$ cat src/rtl/eth_decap_pkg.sv
// Shared types and header layout for the Ethernet encapsulation/decapsulation path.
package eth_decap_pkg;

  typedef enum logic [2:0] {
    S_IDLE,
    S_HDR1,
    S_PAYLOAD,
    S_HOLD,
    S_ABORT,
    S_DISCARD
  } state_t;

  localparam int ETYPE_OFF   = 12;
  localparam int LEN_OFF     = 14;
  localparam int PAYLOAD_OFF = 16;

  // 74-bit FIFO word: [73] err, [72] last, [71:64] keep, [63:0] data
  typedef struct packed {
    logic        err;
    logic        last;
    logic [7:0]  keep;
    logic [63:0] data;
  } fifo_word_t;

endpackage

$ cat src/rtl/eth_decap.sv
// Receive decapsulation: filters on dst MAC/EtherType, strips the 16-byte header, trims to L.
// Define ETH_DECAP_STATS_EN to add saturating stat_frames/stat_drops/stat_errs counters.
module eth_decap
  import eth_decap_pkg::*;
#(
  parameter logic [47:0] MY_MAC    = 48'h000A35000001,
  parameter logic [15:0] ETHERTYPE = 16'h88B5,
  parameter logic [15:0] MAX_LEN   = 16'd1500
) (
  input  logic        clk156,
  input  logic        sys_rst_n,
  input  logic        s_axis_rx_tvalid,
  input  logic [63:0] s_axis_rx_tdata,
  input  logic [7:0]  s_axis_rx_tkeep,
  input  logic        s_axis_rx_tlast,
  input  logic        s_axis_rx_tuser,
  input  logic        full,
`ifdef ETH_DECAP_STATS_EN
  output logic [31:0] stat_frames,
  output logic [31:0] stat_drops,
  output logic [31:0] stat_errs,
`endif
  output logic        wr_en,
  output logic [73:0] din
);

  // Bit positions of header fields inside the second header beat
  localparam int HB_BASE = PAYLOAD_OFF - 8;
  localparam int ET_BIT  = (ETYPE_OFF - HB_BASE) * 8;
  localparam int LEN_BIT = (LEN_OFF - HB_BASE) * 8;

  function automatic logic [7:0] keep_mask(input logic [3:0] n);
    return 8'((9'd1 << n) - 9'd1);
  endfunction

  function automatic fifo_word_t mk_word(input logic err, input logic last,
                                         input logic [7:0] keep, input logic [63:0] data);
    fifo_word_t w;
    w.err  = err;
    w.last = last;
    w.keep = keep;
    w.data = data;
    return w;
  endfunction

  state_t     r_state, w_state_nxt;
  logic [47:0] r_dst, w_dst_nxt;
  logic [15:0] r_rem, w_rem_nxt;
  logic [63:0] r_hold_data, w_hold_data_nxt;
  logic [7:0]  r_hold_keep, w_hold_keep_nxt;
  logic        r_wrote, w_wrote_nxt;
  logic        r_last_seen, w_last_seen_nxt;
  logic        r_wr_en;
  fifo_word_t  r_din;

  logic        w_wr, w_need, w_tl, w_hdr_bad;
  fifo_word_t  w_din, w_cand;
  state_t      w_after;
  logic [15:0] w_etype, w_len;
  logic [63:0] w_d;

  assign w_d      = s_axis_rx_tdata;
  assign w_tl     = s_axis_rx_tvalid && s_axis_rx_tlast;
  assign w_etype  = {w_d[ET_BIT +: 8], w_d[ET_BIT+8 +: 8]};
  assign w_len    = {w_d[LEN_BIT +: 8], w_d[LEN_BIT+8 +: 8]};
  assign w_hdr_bad = (w_etype != ETHERTYPE) || (w_len == 16'd0) || (w_len > MAX_LEN) ||
                     !((r_dst == MY_MAC) || (r_dst == 48'hFFFF_FFFF_FFFF));

  always_comb begin
    w_state_nxt     = r_state;
    w_dst_nxt       = r_dst;
    w_rem_nxt       = r_rem;
    w_hold_data_nxt = r_hold_data;
    w_hold_keep_nxt = r_hold_keep;
    w_wrote_nxt     = r_wrote;
    w_last_seen_nxt = r_last_seen;
    w_wr            = 1'b0;
    w_din           = '0;
    w_need          = 1'b0;
    w_cand          = '0;
    w_after         = S_IDLE;

    case (r_state)
      S_IDLE: if (s_axis_rx_tvalid) begin
        w_dst_nxt   = {w_d[7:0], w_d[15:8], w_d[23:16], w_d[31:24], w_d[39:32], w_d[47:40]};
        w_wrote_nxt = 1'b0;
        w_state_nxt = s_axis_rx_tlast ? S_IDLE : S_HDR1;
      end
      // A frame ending on the header beat has no payload and is dropped too
      S_HDR1: if (s_axis_rx_tvalid) begin
        if (w_hdr_bad || s_axis_rx_tlast) begin
          w_state_nxt = s_axis_rx_tlast ? S_IDLE : S_DISCARD;
        end else begin
          w_rem_nxt   = w_len;
          w_state_nxt = S_PAYLOAD;
        end
      end
      S_PAYLOAD: if (s_axis_rx_tvalid) begin
        if (r_rem > 16'd8) begin
          w_need = 1'b1;
          if (s_axis_rx_tlast) begin
            w_cand  = mk_word(1'b1, 1'b1, s_axis_rx_tkeep, w_d);
            w_after = S_IDLE;
          end else begin
            w_cand    = mk_word(1'b0, 1'b0, 8'hFF, w_d);
            w_after   = S_PAYLOAD;
            w_rem_nxt = r_rem - 16'd8;
          end
        end else begin
          w_hold_data_nxt = w_d;
          w_hold_keep_nxt = keep_mask(r_rem[3:0]);
          if (s_axis_rx_tlast) begin
            w_need  = 1'b1;
            w_cand  = mk_word(!s_axis_rx_tuser, 1'b1, keep_mask(r_rem[3:0]), w_d);
            w_after = S_IDLE;
          end else begin
            w_state_nxt = S_HOLD;
          end
        end
      end
      S_HOLD: if (w_tl) begin
        w_need  = 1'b1;
        w_cand  = mk_word(!s_axis_rx_tuser, 1'b1, r_hold_keep, r_hold_data);
        w_after = S_IDLE;
      end
      // Terminator does not wait on tvalid: the frame may already be over
      S_ABORT: begin
        w_last_seen_nxt = r_last_seen || w_tl;
        if (!full) begin
          w_wr        = 1'b1;
          w_din       = mk_word(1'b1, 1'b1, 8'h00, 64'h0);
          w_state_nxt = (r_last_seen || w_tl) ? S_IDLE : S_DISCARD;
        end
      end
      S_DISCARD: if (w_tl) w_state_nxt = S_IDLE;
      default: w_state_nxt = S_IDLE;
    endcase

    if (w_need) begin
      if (!full) begin
        w_wr        = 1'b1;
        w_din       = w_cand;
        w_state_nxt = w_after;
        w_wrote_nxt = 1'b1;
      end else if (!r_wrote) begin
        w_state_nxt = w_tl ? S_IDLE : S_DISCARD;
      end else begin
        w_state_nxt     = S_ABORT;
        w_last_seen_nxt = w_tl;
      end
    end
  end

  always_ff @(posedge clk156 or negedge sys_rst_n) begin
    if (!sys_rst_n) begin
      r_state     <= S_IDLE;
      r_dst       <= '0;
      r_rem       <= '0;
      r_hold_data <= '0;
      r_hold_keep <= '0;
      r_wrote     <= 1'b0;
      r_last_seen <= 1'b0;
      r_wr_en     <= 1'b0;
      r_din       <= '0;
    end else begin
      r_state     <= w_state_nxt;
      r_dst       <= w_dst_nxt;
      r_rem       <= w_rem_nxt;
      r_hold_data <= w_hold_data_nxt;
      r_hold_keep <= w_hold_keep_nxt;
      r_wrote     <= w_wrote_nxt;
      r_last_seen <= w_last_seen_nxt;
      r_wr_en     <= w_wr;
      r_din       <= w_din;
    end
  end

  assign wr_en = r_wr_en;
  assign din   = r_din;

`ifdef ETH_DECAP_STATS_EN
  function automatic logic [31:0] sat_inc(input logic [31:0] v);
    return (v == 32'hFFFF_FFFF) ? v : v + 32'd1;
  endfunction

  logic        w_drop;
  logic [31:0] r_frames, r_drops, r_errs;

  assign w_drop = (s_axis_rx_tvalid && (((r_state == S_IDLE) && s_axis_rx_tlast) ||
                  ((r_state == S_HDR1) && (w_hdr_bad || s_axis_rx_tlast)))) ||
                  (w_need && full && !r_wrote);

  always_ff @(posedge clk156 or negedge sys_rst_n) begin
    if (!sys_rst_n) begin
      r_frames <= '0;
      r_drops  <= '0;
      r_errs   <= '0;
    end else begin
      if (w_wr && w_din.last && !w_din.err) r_frames <= sat_inc(r_frames);
      if (w_wr && w_din.last && w_din.err)  r_errs   <= sat_inc(r_errs);
      if (w_drop)                           r_drops  <= sat_inc(r_drops);
    end
  end

  assign stat_frames = r_frames;
  assign stat_drops  = r_drops;
  assign stat_errs   = r_errs;
`endif

endmodule

$ cat config.mk
export PLATFORM = sky130hd
export DESIGN_NAME = eth_decap
export DESIGN_NICKNAME = d
export VERILOG_FILES = /design/src/rtl/eth_decap_pkg.sv /design/src/rtl/eth_decap.sv
export SDC_FILE = /design/constraint.sdc
export NUM_CORES = 1
export LEC_CHECK = 0
export CORE_ASPECT_RATIO = 1.2
export CORE_MARGIN = 3
export CORE_UTILIZATION = 25
export DETAILED_ROUTE_END_ITERATION = 7
export HOLD_SLACK_MARGIN = 0.15
export REMOVE_ABC_BUFFERS = 1
export SLEW_MARGIN = 30
export SYNTH_ARGS = -nofsm -noshare
export SYNTH_HDL_FRONTEND = slang
export SYNTH_SLANG_ARGS = --single-unit
$ cat constraint.sdc
create_clock -name clk156 -period 2.7 [get_ports clk156]
set_clock_uncertainty 0.2 [all_clocks]
set_input_delay 0.54 -clock clk156 [delete_from_list [all_inputs] [get_ports clk156]]
set_output_delay 0.54 -clock clk156 [all_outputs]
set_load 0.02 [all_outputs]
==> flow_summary.rst <==
.. list-table::
   :header-rows: 1

   * - Metric
     - Value
   * - FMAX
     - 355 MHz
   * - Post-route ant nets
     - 0
   * - Overall overflow remaining after global route
     - 0
   * - Core region area
     - 36100 um^2
   * - Number of flops mapped to enable cells by yosys
     - 0
   * - Layout cell share with drive strength beyond 1
     - 20.0%
   * - Setup crit end kind
     - flip-flop
   * - Relative max-transition margin
     - 58.0%
   * - Final Critical Period
     - 2.82 ns
   * - Util after Layout
     - 36.1%
   * - Commonest non-fill, non-tap cell in the layout
     - sky130_fd_sc_hd__nand2_1
   * - Mean routed wirelength per cell
     - 17.5 um
   * - Total routing resource utilization after global routing
     - 14.3%
   * - Filler cell count
     - 3612
   * - Final worst-path cycle share
     - 104%
   * - Iteration count of the initial detailed-routing pass
     - 5
   * - Half-perimeter wire length of the detailed placement result
     - 19.8 mm
   * - Number of buffers inserted during clock tree synthesis
     - 23
   * - TritonCTS clock tree
     - yes
   * - Violation count after the first detailed-routing iteration
     - 447
   * - Wire length reported by the detailed router
     - 28.5 mm
   * - Dominant synthesized flop cell
     - sky130_fd_sc_hd__dfrtp_1
   * - Maximum fanout along the worst path
     - 8
   * - Async set-or-reset flop fraction in the synthesized netlist
     - 100%
   * - Final WS setup
     - -0.117 ns
   * - Hold violation total from the final report
     - 0
   * - Synth unique cells
     - 59
   * - Critical path required time
     - 2.89 ns
   * - Largest net degree at the start of global routing
     - 78
   * - Pre-CTS setup slack
     - -0.790 ns
   * - P per Cell Area
     - 680 nW/um^2
   * - Adder-cell share of the synthesized area
     - 0.271%
   * - Max cap viols
     - 0
   * - Dominant combinational cell family by area after synthesis
     - simple AND/OR/NAND/NOR gates
   * - WP data arrival
     - 3.00 ns
   * - Peak supply drop
     - 0.000409 V
   * - First-pass GRT wire length
     - 45.0 mm
   * - Clock sinks
     - 216
   * - Cell count after synthesis
     - 908
   * - Count of inserted antenna diode cells
     - 0
   * - Count of unresolved DRC violations after routing
     - 0
   * - Hold/Removal Path Class
     - in2reg
   * - Worst slew pin tran
     - 0.630 ns
   * - Setup TNS
     - -1.01 ns
   * - Avg Vias per Cell
     - 4.70
   * - Synthesized area
     - 9230 um^2
   * - Buffer depth of the longest clock path
     - 3
   * - Placer congestion estimate
     - 0.816
   * - Clock insertion delay at the later pin of the skew report
     - 0.51 ns
   * - Post-synthesis sequential element count
     - 216
   * - DIE WIDTH
     - 181 um
   * - Effective utilization at floorplan
     - 25.5%
   * - Height of the chip
     - 216 um
   * - Count of vias placed by the detailed router
     - 7653
   * - Status
     - finished, violations left
   * - Number of pins exceeding their max-slew limit in the final report
     - 0
   * - Worst hold slack
     - 0.236 ns
   * - Number of rows created at floorplan
     - 76
   * - Violations in the final reports
     - setup timing
   * - Leakage power figure
     - 5.85 nW
   * - Startpoint kind of the worst setup timing path
     - flip-flop
   * - Number of I/O pins
     - 153
   * - Simple-Gate Fraction of Synth Area
     - 19.6%
   * - Deepest level of the CTS H-tree
     - 1
   * - FF/Latch Area
     - 5410 um^2
   * - Number of I/O port buffers
     - 152
   * - Number of antenna violations at the first check in global routing
     - 0
   * - Root buffer cell
     - sky130_fd_sc_hd__clkbuf_16
   * - Final-report setup violation count
     - 16
   * - Proportion of synthesized chip area in sequential cells
     - 58.6%
   * - Synth-to-Final Area Change
     - 41.6%
   * - Multi-input gate area in the final layout
     - 3630 um^2
   * - Die Outline Area
     - 39300 um^2
   * - Mux contribution to synthesized area
     - 6.22%
   * - Setup repair after global routing missed its margin
     - true
   * - Startpoint-to-endpoint class of the critical path
     - reg2reg
   * - Syn_area_per_cell
     - 10.2 um^2
   * - Clock-pin slew on the worst setup and hold paths
     - 0.06 ns
   * - Most frequent cells in the layout
     - 224 x sky130_fd_sc_hd__nand2_1, 216 x sky130_fd_sc_hd__dfrtp_1, 146 x sky130_fd_sc_hd__clkdlybuf4s50_1, 104 x sky130_fd_sc_hd__buf_4, 87 x sky130_fd_sc_hd__nor2_1
   * - Final layout net count
     - 1227
   * - Compound-cell area share of the yosys netlist
     - 12.3%
   * - Yosys synthesis warning count
     - 0
   * - Number of global-route vias before repair
     - 7868
   * - Xor/xnor share of the synthesized area
     - 0.0949%
-- where the power goes --
| part | switching, mW | internal [mW] | leakage [nW] | total [mW] |
|---|---|---|---|---|
| combinational | 0.618 | 0.894 | 2.57 | 1.51 |
| clock | 1.29 | 2.13 | 0.405 | 3.41 |
| sequential | 0.308 | 3.65 | 2.87 | 3.96 |
| total | 2.21 | 6.67 | 5.85 | 8.89 |
-- logic make-up after synthesis --
logic type | Yosys count
mux | 51
xor+xnor | 1
flops | 216
compound gates | 157
simple gates | 411
buf+inv | 70
fa+ha+maj | 2
-- per-layer routing --
metal  GRT usage, %  vias up  routed length, um  share of wire [%]
met5              0        -                  0                  0
met4           4.29        0                725                2.5
met3           2.32       48               1200                4.2
met2           25.0      175              14400                 50
met1           18.1     3787              12200                 43
li1               -     3643                  -                  -
-- worst paths after layout --
path                                  from         endpoint  slack, ns  cells after the start
setup / recovery                 r_dst[14]        r_rem[11]      -0.12                      9
hold / removal                        full          din[52]       0.24                      2
setup reg to reg                 r_dst[14]        r_rem[11]      -0.12                      9
hold reg to reg            r_hold_data[17]  r_hold_data[17]       0.28                      2
max in group asynchronous        sys_rst_n           din[0]       1.20                      3
min in group asynchronous        sys_rst_n  r_hold_data[14]       0.41                      2
-- layout make-up --
class	instances	share of cell area [%]
tap	468	4.48
sequential	216	41.4
inverter	12	0.345
timing repair buffer	272	19.7
clock buffer	32	5.20
multi-input combinational	622	27.8
clock inverter	7	1.06
-- registers in the layout (all words and copies together), names as in the netlist --
register and flops:
din 74, r_dst 48, r_hold_data 64, r_hold_keep 8, r_last_seen 1, r_rem 16, r_state 3, r_wrote 1
wr_en 1
-- worst max-delay path, cell delays in order (launching register included) --
cell                        delay (ns)
sky130_fd_sc_hd__dfrtp_1          0.42
sky130_fd_sc_hd__nor4_4           0.35
sky130_fd_sc_hd__buf_4            0.16
sky130_fd_sc_hd__nand4_1          0.14
sky130_fd_sc_hd__or3_4            0.44
sky130_fd_sc_hd__a2111oi_4        0.33
sky130_fd_sc_hd__buf_4            0.19
sky130_fd_sc_hd__buf_12           0.13
sky130_fd_sc_hd__nor3b_1          0.05
sky130_fd_sc_hd__a221o_1          0.27
-- synthesized netlist by cell type (3+ instances only) --
cell	number	area (um^2)
sky130_fd_sc_hd__nand2_1	225	845
sky130_fd_sc_hd__inv_1	12	45.0
sky130_fd_sc_hd__a31oi_1	8	50.1
sky130_fd_sc_hd__nor3b_1	4	30.0
sky130_fd_sc_hd__o21ai_0	24	120
sky130_fd_sc_hd__a221o_1	3	30.0
sky130_fd_sc_hd__nand3_1	9	45.0
sky130_fd_sc_hd__a2bb2oi_1	5	43.8
sky130_fd_sc_hd__o31ai_1	5	37.5
sky130_fd_sc_hd__nor2b_1	5	31.3
sky130_fd_sc_hd__or2_2	4	25.0
sky130_fd_sc_hd__a22oi_1	71	533
sky130_fd_sc_hd__nor3_1	10	50.1
sky130_fd_sc_hd__and3_1	4	25.0
sky130_fd_sc_hd__nand4_1	15	93.8
sky130_fd_sc_hd__buf_2	4	20.0
sky130_fd_sc_hd__mux2_2	51	574
sky130_fd_sc_hd__nor4_1	20	125
sky130_fd_sc_hd__nand2b_1	5	31.3
sky130_fd_sc_hd__nor2_1	90	338
sky130_fd_sc_hd__clkbuf_1	43	161
sky130_fd_sc_hd__o22ai_1	11	68.8
sky130_fd_sc_hd__buf_1	10	37.5
sky130_fd_sc_hd__dfrtp_1	216	5410
sky130_fd_sc_hd__and2_1	3	18.8
sky130_fd_sc_hd__a21oi_1	8	40.0
-- per-stage QoR --
step | area [um^2] | power [mW] | cells
6_report | 13100 | 8.89 | 1629
3_5_place_dp | 12100 | 5.51 | 1584
3_3_place_gp | 12100 | 5.46 | 1584
2_1_floorplan | 9000 | 4.64 | 850
4_1_cts | 13100 | 9.02 | 1628
5_1_grt | 13100 | 9.32 | 1629
-- repair_timing --
action                                 4_1_cts  5_1_grt
endpoints found under the hold margin       68        0
cloned                                       1        0
hold buffers                                 1        0
pin swaps                                   10        3
setup endpoints to repair                   19       18
setup buffers                                3        2
resized for setup                           17        6
Power figures use the tool's default switching activity.
